--- src/rtl/expr_char_feeder.sv ---
// Front end of the expression checker: filters whitespace, buffers characters in a FIFO,
// and turns newlines into an end-of-expression pulse while tracking count and illegal chars.
module expr_char_feeder #(
    parameter int DEPTH = 8,
    parameter int AW    = 3
) (
    input  logic       clk,
    input  logic       clr,
    input  logic       in_valid,
    input  logic [7:0] in_data,
    output logic       in_ready,
    input  logic       out_ready,
    output logic       out_valid,
    output logic [7:0] out_data,
    output logic       out_eoe,
    output logic       err,
    output logic [7:0] count
);

    // Handshake: a byte transfers on any rising edge where in_valid && in_ready.
    // in_ready depends only on FIFO occupancy, never on in_valid.
    // Downstream has no back-channel beyond out_ready: each pop yields exactly one
    // cycle of out_valid (character) or out_eoe (newline), never both.

    logic [7:0]    mem [DEPTH];
    logic [AW-1:0] wr_ptr;
    logic [AW-1:0] rd_ptr;
    logic [AW:0]   occ;
    logic          full;
    logic          empty;
    logic          push;
    logic          store;
    logic          pop;
    logic [7:0]    head;

    function automatic logic is_legal(input logic [7:0] c);
        return (c >= 8'h30 && c <= 8'h39) || c == 8'h2B || c == 8'h2D ||
               c == 8'h2A || c == 8'h28 || c == 8'h29;
    endfunction

    assign full     = (occ == (AW+1)'(DEPTH));
    assign empty    = (occ == '0);
    assign in_ready = !full;
    assign push     = in_valid && in_ready;
    // Space and tab complete the handshake but never occupy a slot.
    assign store    = push && (in_data != 8'h20) && (in_data != 8'h09);
    assign pop      = out_ready && !empty;
    assign head     = mem[rd_ptr];

    always_ff @(posedge clk) begin
        if (store) begin
            mem[wr_ptr] <= in_data;
        end
    end

    always_ff @(posedge clk or negedge clr) begin
        if (!clr) begin
            wr_ptr <= '0;
            rd_ptr <= '0;
            occ    <= '0;
        end else begin
            if (store) begin
                wr_ptr <= wr_ptr + AW'(1);
            end
            if (pop) begin
                rd_ptr <= rd_ptr + AW'(1);
            end
            case ({store, pop})
                2'b10:   occ <= occ + 1'b1;
                2'b01:   occ <= occ - 1'b1;
                default: occ <= occ;
            endcase
        end
    end

    always_ff @(posedge clk or negedge clr) begin
        if (!clr) begin
            out_valid <= 1'b0;
            out_eoe   <= 1'b0;
            out_data  <= 8'h00;
            err       <= 1'b0;
            count     <= 8'h00;
        end else begin
            out_valid <= 1'b0;
            out_eoe   <= 1'b0;
            if (pop) begin
                if (head == 8'h0A) begin
                    out_eoe <= 1'b1;
                    count   <= 8'h00;
                    err     <= 1'b0;
                end else begin
                    out_valid <= 1'b1;
                    out_data  <= head;
                    if (count != 8'hFF) begin
                        count <= count + 8'd1;
                    end
                    if (!is_legal(head)) begin
                        err <= 1'b1;
                    end
                end
            end
        end
    end

endmodule

--- config.mk ---
export PLATFORM = sky130hd
export DESIGN_NAME = expr_char_feeder
export DESIGN_NICKNAME = d
export VERILOG_FILES = /design/src/rtl/expr_char_feeder.sv
export SDC_FILE = /design/constraint.sdc
export NUM_CORES = 1
export LEC_CHECK = 0
export CAP_MARGIN = 15
export CORE_UTILIZATION = 62
export DETAILED_ROUTE_END_ITERATION = 7
export MAX_ROUTING_LAYER = met4
export PLACE_DENSITY = 0.84
export SETUP_SLACK_MARGIN = 0.3
export SYNTH_ARGS = -nofsm -noshare
export SYNTH_HDL_FRONTEND = slang
export SYNTH_SLANG_ARGS = --single-unit
--- constraint.sdc ---
create_clock -name clk -period 6.7 [get_ports clk]
set_input_delay 1.34 -clock clk [delete_from_list [all_inputs] [get_ports clk]]
set_output_delay 1.34 -clock clk [all_outputs]
set_load 0.005 [all_outputs]
## Word level (Yosys, flattened, before mapping)

Memory sizes are Yosys's and may differ from the RTL's.
Index checks and enable logic that the tools add are counted.

| word-level totals | value |
|---|---|
| input port bits | 12 |
| memories kept | 1 |
| word-level logic and storage cells | 59 |
| bits in writable memories | 64 |
| output and inout bits | 20 |
| bits in registers | 29 |

Memories:

| name | depth | bits a word | rd ports | clocked after memory_dff | wr ports | line | text |
|---|---|---|---|---|---|---|---|
| mem | 8 | 8 | 1 | 0 | 1 | 25 | `logic [7:0] mem [DEPTH];` |

| operators by class | value |
|---|---|
| equal/unequal tests | 13 |
| bitwise gates (word level) | 1 |
| $add $sub $neg | 5 |
| $lt $le $gt $ge | 2 |
| reduce and logical (&&, ||, !) cells | 18 |
| muxes and demuxes | 11 |

Operator list:

| kind | count |
|---|---|
| 8-bit by 6-bit == test with 1-bit output (second input constant) | 5 |
| 8-bit 2-to-1 mux | 2 |
| 8-bit by 1-bit adder with 8-bit output (second input constant) | 1 |
| 8-bit by 4-bit == test with 1-bit output (second input constant) | 1 |
| 8-bit by 6-bit greater-or-equal comparator with 1-bit output (second input constant) | 1 |
| 8-bit by 6-bit less-or-equal comparator with 1-bit output (second input constant) | 1 |
| 1-bit 2-to-1 mux | 8 |
| 8-bit by 4-bit inequality test with 1-bit output (second input constant) | 1 |
| 8-bit by 6-bit inequality test with 1-bit output (second input constant) | 1 |
| 8-bit inequality test (second input constant) | 1 |
| 4-bit one-hot mux with 2 select lines | 1 |
| 3-bit by 1-bit adder with 3-bit output (second input constant) | 2 |
| 2-bit AND reduction | 3 |
| 1-bit logical AND | 5 |
| 1-bit logical OR | 5 |
| 4-bit by 1-bit adder with 4-bit output (second input constant) | 1 |
| 4-bit == test (second input constant) | 1 |
| 4-bit zero test | 1 |
| 2-bit nonzero test | 2 |
| 4-bit by 1-bit subtractor with 4-bit output (second input constant) | 1 |
| 2-bit by 1-bit == test with 1-bit output (second input constant) | 1 |
| 2-bit == test (second input constant) | 1 |
| 1-bit zero test | 2 |
| 2-bit inequality test (second input constant) | 1 |
| 1-bit NOT | 1 |

## Depth between registers and ports, before layout

An unclocked memory read counts as a cell.

| depth | value |
|---|---|
| depth in word-level cells | 10 |
| depth in mapped cells | 11 |
| mapped depth without buffers | 11 |

## Worst setup path before layout

No wires, ideal clock.

| timing | value |
|---|---|
| path type | input -> register |
| start | input port in_data[1] |
| end | register occ[3] |
| buffers on the path | 0 |
| path slack | 3.206 ns |
| stages on the path | 10 |
| arrival | 3.369 ns |
| setup time | 0.125 ns |
| data required time | 6.575 ns |
| path through | or4_1 -> o311a_1 -> inv_1 -> ha_1 -> ha_1 -> a21o_1 -> a21oi_1 -> xnor2_1 -> nor2_1 -> xor2_1 |

| between the ends | value |
|---|---|
| longest elaborated chain between the ends | 5 |
| elaborated cells on any way between the ends | 8 |
| those cells by class | 4 x eq/ne; 1 x mux; 3 x reduce/logical |

Ends and longest elaborated chain:

| what | line | text |
|---|---|---|
| start, declared | 10 | `input logic [7:0] in_data,` |
| 8-bit by 6-bit inequality test with 1-bit output | 46 | `assign store = push && (in_data != 8'h20) && (in_data != 8'h09);` |
| 1-bit logical AND | 46 |  |
| 1-bit logical AND * | 46 |  |
| 2-bit by 1-bit == test with 1-bit output or 2-bit == test (tied branches) | 68 | `case ({store, pop})` |
| 4-bit one-hot mux with 2 select lines or 2-bit nonzero test (tied branches) | -- |  |
| end signal, assigned | 69 | `2'b10: occ <= occ + 1'b1;` |
| end signal, assigned | 70 | `2'b01: occ <= occ - 1'b1;` |
| end, declared | 28 | `logic [AW:0] occ;` |

Every way passes the cells marked *; elsewhere a longest branch is shown, timed or not.
A chain may end at the register's enable or synchronous reset.

## Final worst setup path

Same ends and word-level chain as after synthesis.

==> metrics.txt <==
global-route wire length before repair=slightly above 10,000 um; critical-path maximum fanout=9; critical path class=in2reg; switching portion of total power=33.8%; Layout area overhead=14.6%; Internal=approximately 1300 uW; fin crit period=between 3 and 4 ns; peak supply drop=approximately 0.24 mV; Remaining Overflow, GRT=0; Slew @ Worst Pin=0.962 ns; Pre-Repair DR Iteration Count=4; most frequent cells in the layout=64 x edfxtp_1, 31 x clkdlybuf4s50_1, 29 x dfrtp_1; GRT Overall Usage=22.9%; ys async rst share=between 30 and 40%; diode count=0; worst stage delay on the critical path=0.58 ns; CTS resizes=0; clk sink count=93; antenna violations before repair=0; clock share of power=18.0%; Rel. slew slack=roughly a third; f_max=between 200 and 300 MHz; CP Cell Sequence=clkdlybuf4s50_1 -> or4_1 -> o311a_1 -> inv_1 -> ha_1 -> ha_1 -> a21o_1 -> a21oi_1 -> xnor2_1 -> nor2_1 -> xor2_1; Final #Nets=around 300; DR vias=approximately 2,100; Mapped Cells=around 240; I/O pins=32; cts bufs inserted=9; WP data required=between 6 and 7 ns; Setup Viol. Count Final=0; WL per Instance=around 19 um; Seq/Total Area, Yosys=65.8%; core box area=slightly above 6000 um^2; Clk Latency, worst-skew pair=~0.35 ns; Layout Cells excl Fill=356; deepest level of the CTS H-tree=3; delay-heaviest family, CP=compound AO/OA/AOI/OAI gates; leak pwr=roughly 0.0017 uW; RSZ-0062 raised after global routing=false; crit path DAT=between 4 and 5 ns; # rows=28; Via density=between 5 and 6; CTS tree=yes; sequential fraction of design power=about 47%; RD Place Congestion=just under 0.8; setup repair bufs after CTS=0; Pwr Total=slightly below 2000 uW; combinational fraction of design power=a little over a third; clock root cell=clkbuf_8; largest net degree at the start of global routing=30; final wirelength=between 6000 and 7000 um; Final Hold Vio Count=0; chip width=~83 um; Hold WC Path Type=reg2reg; Main synth FF type=edfxtp_1; outcome=finished clean; Final Max Tran Viols=0; most common cell after layout, fill and taps aside=edfxtp_1; Detail Placement HPWL=~4600 um; layout cell share with drive strength beyond 1=16.7%; crit start category=primary input; effective utilization at floorplan=between 60% and 70%; clock slew at reported path FFs=0.09 ns; fin crit share=between 50% and 60%; number of port buffers=31; Fillers=365; syn avg cell area=17.1 um^2; post-synth cell types=46; Initial DRC Count=around 140; chip height=a little over 80 um; EDFF count, synth=64; Max-Cap Viols=0; Final Cell Area=4610 um^2; CP Buf/Inv Count=2; Critical-path top delay cell=or4_1; Final TNS setup=0 ns; Die Area=about 6800 um^2; DRC viols=0; FF+latch count, synth=93; Syn Std Cell Area=about 4000 um^2; skew final=0.0102 ns; number of global-route vias before repair=2,028; Net Switching=around 660 uW; Yosys Warn Count=0; hold slack=a little under 0.5 ns; Synth Net Count=between 200 and 300; CTS max path bufs=2; post-cts hold buffer count=0; PwrDens=420 nW/um^2; Top cell by count, worst path=ha_1; Placed Area=approximately 4400 um^2; endpoint class of the critical path=flop; placed insts=340; Final ANT Viol Nets=0
==> final timing paths <==
check	start	endpoint	slack (ns)	cells past startpoint
worst max-delay path	in_data[1]	occ[3]	2.85	11
worst min-delay path	out_data[2]	out_data[2]	0.49	1
worst max register to register	rd_ptr[0]	out_data[5]	3.47	5
worst min register to register	out_data[2]	out_data[2]	0.49	1
max in group asynchronous	clr	out_data[7]	5.07	2
min in group asynchronous	clr	count[5]	1.36	2
==> metrics by stage <==
step                utilization [%]  setup WS [ns]
floorplan                         -           3.21
global placement               72.6           2.53
detailed placement             72.6           2.49
CTS                            75.7           2.88
global route                   75.7           2.66
finish                         75.7           2.85
==> sequential cells by signal (all words and copies together) (netlist names) <==
register / count
count: 8
rd_ptr: 3
out_valid: 1
occ: 4
mem: 64
out_data: 8
wr_ptr: 3
err: 1
out_eoe: 1
==> cell usage after synthesis, drive strengths merged (2+ instances only) <==
cell / n / area, um^2
a21oi: 2 / 10.0
nor3b: 4 / 30.0
mux4: 16 / 398
nand4: 2 / 12.5
inv: 13 / 48.8
o22ai: 2 / 12.5
buf: 5 / 50.0
nand3: 4 / 25.0
dfrtp: 29 / 726
o211ai: 2 / 15.0
xor2: 3 / 26.3
mux2: 7 / 93.8
nor3: 5 / 25.0
o21ai: 5 / 25.0
nor2: 16 / 60.1
edfxtp: 64 / 1920
ha: 6 / 75.1
xnor2: 11 / 96.3
nand2: 13 / 48.8
o31ai: 2 / 28.8
mux2i: 10 / 141
a21o: 2 / 15.0
==> cells by family after synthesis <==
group,count (synthesis),synth area share (%)
simple gates,51,7.09
compound gates,18,3.45
mux,33,15.7
buf+inv,19,2.55
flops,93,65.8
fa+ha+maj,7,2.36
xor+xnor,14,3.05
==> power groups by stage <==
stage | sequential (uW) | clock (uW) | combinational [uW]
floorplan | 837 | 0 | 551
global placement | 914 | 0 | 663
detailed placement | 922 | 0 | 686
CTS | 909 | 354 | 688
global route | 925 | 379 | 753
finish | 907 | 348 | 683
==> layout make-up <==
cell class	instances	area [um^2]	area share (%)
clock inverter	7	66.3	1.44
multi-input combinational	123	1280	27.9
sequential	93	2650	57.4
timing repair buffer	36	348	7.54
inverter	13	48.8	1.06
tap	75	93.8	2.03
clock buffer	9	124	2.69
==> metal layers <==
metal | track usage, % | share of wire (%)
met1 | 29.6 | 45
met3 | 4.29 | 4.8
met2 | 36.6 | 50
met4 | 8.79 | 0.81
met5 | - | 0
(Power assumes the default switching activity.)
